## src/rtl/key_tone_if.sv

```systemverilog
// key_tone_if: board-side bundle between the key inputs, the speaker pin and
// the tone scheduler.
//   keys      raw key levels, 1 = pressed, asynchronous to clk (board -> dut)
//   mute      1 forces the speaker low                          (board -> dut)
//   speaker   square-wave audio output                          (dut -> board)
//   active    1 while a note is sounding (PLAY)                 (dut -> board)
//   note_idx  note currently selected, 0 when idle              (dut -> board)
interface key_tone_if #(
    parameter int NUM_KEYS = 7
) ();
    logic [NUM_KEYS-1:0] keys;
    logic                mute;
    logic                speaker;
    logic                active;
    logic [2:0]          note_idx;

    modport master (
        output keys, mute,
        input  speaker, active, note_idx
    );

    modport slave (
        input  keys, mute,
        output speaker, active, note_idx
    );
endinterface

```

## src/rtl/key_tone_scheduler.sv

```systemverilog
// key_tone_scheduler: shares one square-wave generator among NUM_KEYS keys
// (index 0 = C4 .. 6 = B4). Keys are synchronised, a single winner is chosen
// with last-pressed priority, a silent gap separates two different notes, and
// the speaker toggles every half-period of the winning note.
// Ports:
//   clk    system clock
//   rst_n  asynchronous active-low reset
//   bus    key_tone_if.slave: keys/mute in, speaker/active/note_idx out
module key_tone_scheduler #(
    parameter int NUM_KEYS   = 7,
    parameter int DIV_W      = 18,
    parameter int GAP_CYCLES = 500000,
    parameter int DIV_SHIFT  = 0
) (
    input  logic        clk,
    input  logic        rst_n,
    key_tone_if.slave   bus
);
    localparam int GAP_W = (GAP_CYCLES > 1) ? $clog2(GAP_CYCLES) : 1;
    localparam logic [GAP_W-1:0] GAP_LOAD = GAP_W'(GAP_CYCLES - 1);
    localparam logic [GAP_W-1:0] GAP_ONE  = GAP_W'(1);
    localparam logic [DIV_W-1:0] DIV_ONE  = DIV_W'(1);

    typedef enum logic [1:0] {S_IDLE, S_GAP, S_PLAY} state_t;

    // Half-period in clk cycles for each note, pre-shifted for simulation.
    function automatic logic [DIV_W-1:0] hp(input logic [2:0] idx);
        logic [31:0] v;
        case (idx)
            3'd0:    v = 32'd191113;
            3'd1:    v = 32'd170262;
            3'd2:    v = 32'd151686;
            3'd3:    v = 32'd143173;
            3'd4:    v = 32'd127553;
            3'd5:    v = 32'd113636;
            default: v = 32'd101238;
        endcase
        return DIV_W'(v >> DIV_SHIFT);
    endfunction

    // Index of the lowest set bit; scanning downward leaves the lowest one.
    function automatic logic [2:0] lowest(input logic [NUM_KEYS-1:0] v);
        logic [2:0] r;
        r = '0;
        for (int i = NUM_KEYS - 1; i >= 0; i--)
            if (v[i]) r = 3'(i);
        return r;
    endfunction

    // ---------------- synchroniser and edge detect ----------------
    logic [NUM_KEYS-1:0] sync1_q, ks_q, kp_q;
    logic [NUM_KEYS-1:0] rise;

    always_ff @(posedge clk or negedge rst_n) begin
        if (!rst_n) begin
            sync1_q <= '0;
            ks_q    <= '0;
            kp_q    <= '0;
        end else begin
            sync1_q <= bus.keys;
            ks_q    <= sync1_q;
            kp_q    <= ks_q;
        end
    end

    assign rise = ks_q & ~kp_q;

    // ---------------- winner selection ----------------
    logic [2:0] win_q, win_d;
    logic       win_vld_q, win_vld_d;

    always_comb begin
        win_d     = '0;
        win_vld_d = 1'b0;
        if (|rise) begin
            // Newest press wins; simultaneous presses resolve to lowest index.
            win_d     = lowest(rise);
            win_vld_d = 1'b1;
        end else if (win_vld_q && ks_q[win_q]) begin
            win_d     = win_q;
            win_vld_d = 1'b1;
        end else if (|ks_q) begin
            // Winner released while others are still down: fall back.
            win_d     = lowest(ks_q);
            win_vld_d = 1'b1;
        end
    end

    always_ff @(posedge clk or negedge rst_n) begin
        if (!rst_n) begin
            win_q     <= '0;
            win_vld_q <= 1'b0;
        end else begin
            win_q     <= win_d;
            win_vld_q <= win_vld_d;
        end
    end

    // ---------------- FSM, gap timer and tone divider ----------------
    state_t           state_q, state_d;
    logic [2:0]       note_q, note_d;
    logic [GAP_W-1:0] gap_q, gap_d;
    logic [DIV_W-1:0] div_q, div_d;
    logic             spk_q, spk_d;

    always_ff @(posedge clk or negedge rst_n) begin
        if (!rst_n) begin
            state_q <= S_IDLE;
            note_q  <= '0;
            gap_q   <= '0;
            div_q   <= '0;
            spk_q   <= 1'b0;
        end else begin
            state_q <= state_d;
            note_q  <= note_d;
            gap_q   <= gap_d;
            div_q   <= div_d;
            spk_q   <= spk_d;
        end
    end

    always_comb begin
        state_d = state_q;
        note_d  = note_q;
        gap_d   = gap_q;
        div_d   = div_q;
        spk_d   = spk_q;
        case (state_q)
            S_IDLE: begin
                note_d = '0;
                spk_d  = 1'b0;
                // Starting from silence needs no gap.
                if (win_vld_d) begin
                    state_d = S_PLAY;
                    note_d  = win_d;
                    div_d   = hp(win_d) - DIV_ONE;
                end
            end
            S_PLAY: begin
                if (!win_vld_d) begin
                    state_d = S_IDLE;
                    note_d  = '0;
                    spk_d   = 1'b0;
                end else if (win_d != note_q) begin
                    state_d = S_GAP;
                    note_d  = win_d;
                    gap_d   = GAP_LOAD;
                    spk_d   = 1'b0;
                end else if (div_q == '0) begin
                    // Same key (including a re-press) keeps its phase.
                    spk_d = ~spk_q;
                    div_d = hp(note_q) - DIV_ONE;
                end else begin
                    div_d = div_q - DIV_ONE;
                end
            end
            S_GAP: begin
                spk_d = 1'b0;
                if (!win_vld_d) begin
                    state_d = S_IDLE;
                    note_d  = '0;
                end else if (win_d != note_q) begin
                    // Another change during the gap restarts the silence.
                    note_d = win_d;
                    gap_d  = GAP_LOAD;
                end else if (gap_q == '0) begin
                    state_d = S_PLAY;
                    div_d   = hp(note_q) - DIV_ONE;
                end else begin
                    gap_d = gap_q - GAP_ONE;
                end
            end
            default: begin
                state_d = S_IDLE;
                note_d  = '0;
                spk_d   = 1'b0;
            end
        endcase
    end

    // Mute gates the registered speaker directly so it takes effect at once
    // while the divider keeps counting underneath.
    assign bus.speaker  = spk_q & ~bus.mute;
    assign bus.active   = (state_q == S_PLAY);
    assign bus.note_idx = note_q;

endmodule

```

## src/flat_wrapper.sv

```systemverilog
// flat-port wrapper written by rule: the top's interface ports become plain ports
module key_tone_scheduler_flat 
#(
    parameter int NUM_KEYS   = 7,
    parameter int DIV_W      = 18,
    parameter int GAP_CYCLES = 500000,
    parameter int DIV_SHIFT  = 0
)
  (clk, rst_n, bus_keys, bus_mute, bus_speaker, bus_active, bus_note_idx);
  key_tone_if #(.NUM_KEYS(NUM_KEYS)) bus_i ();
  input  logic clk;
  input  logic rst_n;
  input wire logic [$bits(bus_i.keys)-1:0] bus_keys;
  input wire logic [$bits(bus_i.mute)-1:0] bus_mute;
  output wire logic [$bits(bus_i.speaker)-1:0] bus_speaker;
  output wire logic [$bits(bus_i.active)-1:0] bus_active;
  output wire logic [$bits(bus_i.note_idx)-1:0] bus_note_idx;
  assign bus_i.keys = bus_keys;
  assign bus_i.mute = bus_mute;
  assign bus_speaker = bus_i.speaker;
  assign bus_active = bus_i.active;
  assign bus_note_idx = bus_i.note_idx;
  key_tone_scheduler #(.NUM_KEYS(NUM_KEYS), .DIV_W(DIV_W), .GAP_CYCLES(GAP_CYCLES), .DIV_SHIFT(DIV_SHIFT)) u_core (.clk(clk), .rst_n(rst_n), .bus(bus_i));
endmodule
```

## config.mk

```make
export PLATFORM = sky130hd
export DESIGN_NAME = key_tone_scheduler_flat
export DESIGN_NICKNAME = d
export VERILOG_FILES = /design/src/rtl/key_tone_if.sv /design/src/rtl/key_tone_scheduler.sv /design/src/flat_wrapper.sv
export SDC_FILE = /design/constraint.sdc
export NUM_CORES = 1
export LEC_CHECK = 0
export BUFFER_PORTS_ARGS = -buffer_cell sky130_fd_sc_hd__buf_4
export CAP_MARGIN = 30
export CORE_ASPECT_RATIO = 1.25
export CORE_MARGIN = 1.5
export CORE_UTILIZATION = 55
export CTS_BUF_LIST = sky130_fd_sc_hd__clkbuf_8
export DETAILED_ROUTE_END_ITERATION = 7
export PLACE_DENSITY = 0.72
export SLEW_MARGIN = 20
export SYNTH_ARGS = -nofsm -noshare
export SYNTH_HDL_FRONTEND = slang
export SYNTH_SLANG_ARGS = --single-unit
export TNS_END_PERCENT = 30
```

## constraint.sdc

```tcl
create_clock -name clk -period 6.3 [get_ports clk]
set_input_delay 0.945 -clock clk [delete_from_list [all_inputs] [get_ports clk]]
set_output_delay 0.945 -clock clk [all_outputs]
set_load 0.02 [all_outputs]
```

==> results.ini <==
[outcome]
outcome = complete, no violations

[grt]
grt_pass1_wl_mm = 16.6
grt_max_degree = 69
grt_pass1_vias = 3468
grt-ovfl-total = 0
antenna_found_initial = 0
grtUsageTotal = 0.263

[detailed_routing]
ant_nets = 0
route.vias.total = 3637
wl_per_cell_um = 17.5
wirelength_mm = 10.2
dr.pass1.iters = 4
vias_per_cell = 6.27
drtIter0Drc = 253
drc = 0

[logic_synthesis]
yosys.area.top_type = dfrtp_1
synthCells = 474
syn_avg_cell_area_um2 = 9.10
synth_warnings = 0
synth.area.top_cells = dfrtp_1, o21ai_0, mux2_2
yosysTopAreaCellShare = 0.395
synth_edf_count = 0
syn_area_um2 = 4310
synth_fp_nets = 492
synth_seq_area_share = 0.395
ys.flop_type = dfrtp_1
synth-seq-cells = 68
yosysUniqueCellTypes = 65
synthArstFlopShare = 1.00

[sta]
rsz0062_at_grt = false
hold_ws_ns = 0.354
fmax_ghz = 0.237
tightest_slew_ns = 0.951
hold_viol = 0
finClkSkew_ns = 0.0153
slew_headroom = 0.366
finalMaxSlewViolations = 0
setup_ws_ns = 2.08
timing.setup.tns_ns = 0
setup-violations-final = 0
finalCritPeriodShare = 0.670
fin_crit_ns = 4.22

[cts]
htree_levels = 3
root_buffer = clkbuf_8
post_cts_buffers = 0
cts_resized = 0
hold_buffers = 0
path_clk_slew_ns = 0.09
cts_buffers = 9
cts_sinks = 68
clock_path_buffers = 2
cts_tree = built
clk_latency_ns = 0.36

[floorplanning]
die-height_um = 102
core_um2 = 7490
row_count = 35
die_width_um = 82.2
die_area_um2 = 8390
initial_core_util = 0.576
ios = 15

[cells_and_area]
area_growth_pct = 10.1
layout_commonest_cell = dfrtp_1
drive_gt1_frac = 0.131
antennaDiodeCount = 0
final_cell_mix = dfrtp_1, o21ai_0, nor2_1
finalNonFillerCells = 580
nNetsFinal = 501
fillers = 648

[worst_setup_path]
crit_family = compound AO/OA/AOI/OAI gates
crit_start = u_core.win_q[0]$_DFF_PN0_
worstPathArrival_ns = 4.48
regToRegSetupSlack_ns = 2.08
critPathLaunchType = flip-flop
rr_worst_depth = 9
cp_max_fo = 14
crit-reg2reg-launch = u_core.win_q[0]$_DFF_PN0_
path_class = flip-flop to flip-flop
max_stage_delay_ns = 0.55
r2r-end = u_core.div_q[4]$_DFFE_PN0P_
worstPathCellList = mux4_2 -> or2_4 -> a2111oi_0 -> a311o_1 -> xor2_1 -> or4_4 -> a221oi_4 -> buf_8 -> mux2_2
crit_buf_inv = 1
cp-end-kind = flip-flop
cp_slowest_cell = a311o_1
crit_required_ns = 6.56

[hold_path]
holdPathStages = 0
min_from = u_core.sync1_q[6]$_DFF_PN0_
holdPathEnd = u_core.ks_q[6]$_DFF_PN0_
hp-class = flip-flop to flip-flop

[placed_design]
place_hpwl_mm = 6.82
place_congestion = 0.832
dp_cells = 561
dp_slack_ns = 1.87
portBuffers = 14

[pwr]
p_total_mw = 2.26
max-vdd-ir-drop_mv = 0.285
total_leakage_power_nw = 1.99
p_per_area_nw_per_um2 = 476

[flow_run]
cap_violations = 0

[registers in the layout, summed over array words and instances, names as in the netlist]
signal and cells:
u_core.ks_q 7, u_core.win_vld_q 1, u_core.bus.note_idx 3, u_core.gap_q 19, u_core.kp_q 7, u_core.div_q 18, u_core.state_q 2, u_core.spk_q 1
u_core.sync1_q 7, u_core.win_q 3
[cells by family after synthesis]
group / synth area share
adders and majority gates: 0.0232
AOI/OAI and AO/OA: 0.205
buffers and inverters: 0.0418
xor gates and xnor gates: 0.0487
DFF: 0.395
muxes: 0.0836
and+or+nand+nor: 0.203
[layer usage]
metal	share of wire	wire length, µm	global-route usage
met2	0.50	5090	0.433
met1	0.43	4350	0.331
met5	0	0	0
met3	0.042	428	0.0339
met4	0.029	292	0.140
[cell type report]
class	instances	area (µm²)	share of cell area
inverter	25	93.8	0.0198
multi-input combinational	361	2430	0.512
sequential	68	1700	0.358
timing repair buffer	18	159	0.0335
clock buffer	9	124	0.0261
clock inverter	7	124	0.0261
tap	92	115	0.0242
[per-stage QoR]
step	util	area (µm²)
finish	0.634	4750
global route	0.634	4750
CTS	0.628	4700
detailed placement	0.595	4450
global placement	0.595	4450
floorplan	-	4310
[Yosys cell counts (3+ instances only)]
cell      instances
clkbuf_1         17
and3_1            4
o21ai_0          49
nor3_1           22
or2_2             3
mux2_4            6
ha_1              8
o211ai_1          7
nor4_1            8
a21oi_1          17
dfrtp_1          68
a31oi_1           5
nor2_1           38
xor2_1           10
or3_1             4
nand3_1           6
xnor2_1          14
a211oi_1          3
nand2b_1         16
and2_1            6
o31ai_1           7
nand2_1          33
mux2_2           14
o41ai_1           4
nand4_1           5
inv_1            24
or4_1             4
nor3b_1           3
mux2i_1           9
a21o_1            3
a22o_1            7
nor2b_1           8
[report_power, final]
part | leakage, nW | total [mW] | internal [mW] | switching [mW]
logic | 1.07 | 1.12 | 0.502 | 0.616
registers | 0.802 | 0.689 | 0.545 | 0.145
clock network | 0.120 | 0.453 | 0.266 | 0.187
total | 1.99 | 2.26 | 1.31 | 0.948
[worst max-delay path by stage]
stage,slack [ns],depth (start not counted),endpoint
finish,2.08,9,u_core.div_q[4]$_DFFE_PN0P_
global placement,1.93,8,u_core.div_q[16]$_DFFE_PN0P_
CTS,1.76,8,u_core.div_q[0]$_DFFE_PN0P_
detailed placement,1.87,8,u_core.div_q[0]$_DFFE_PN0P_
global route,1.81,9,u_core.div_q[5]$_DFFE_PN0P_
floorplan,2.85,9,u_core.div_q[10]$_DFFE_PN0P_
Note: power is estimated with default switching activity, not from simulation.
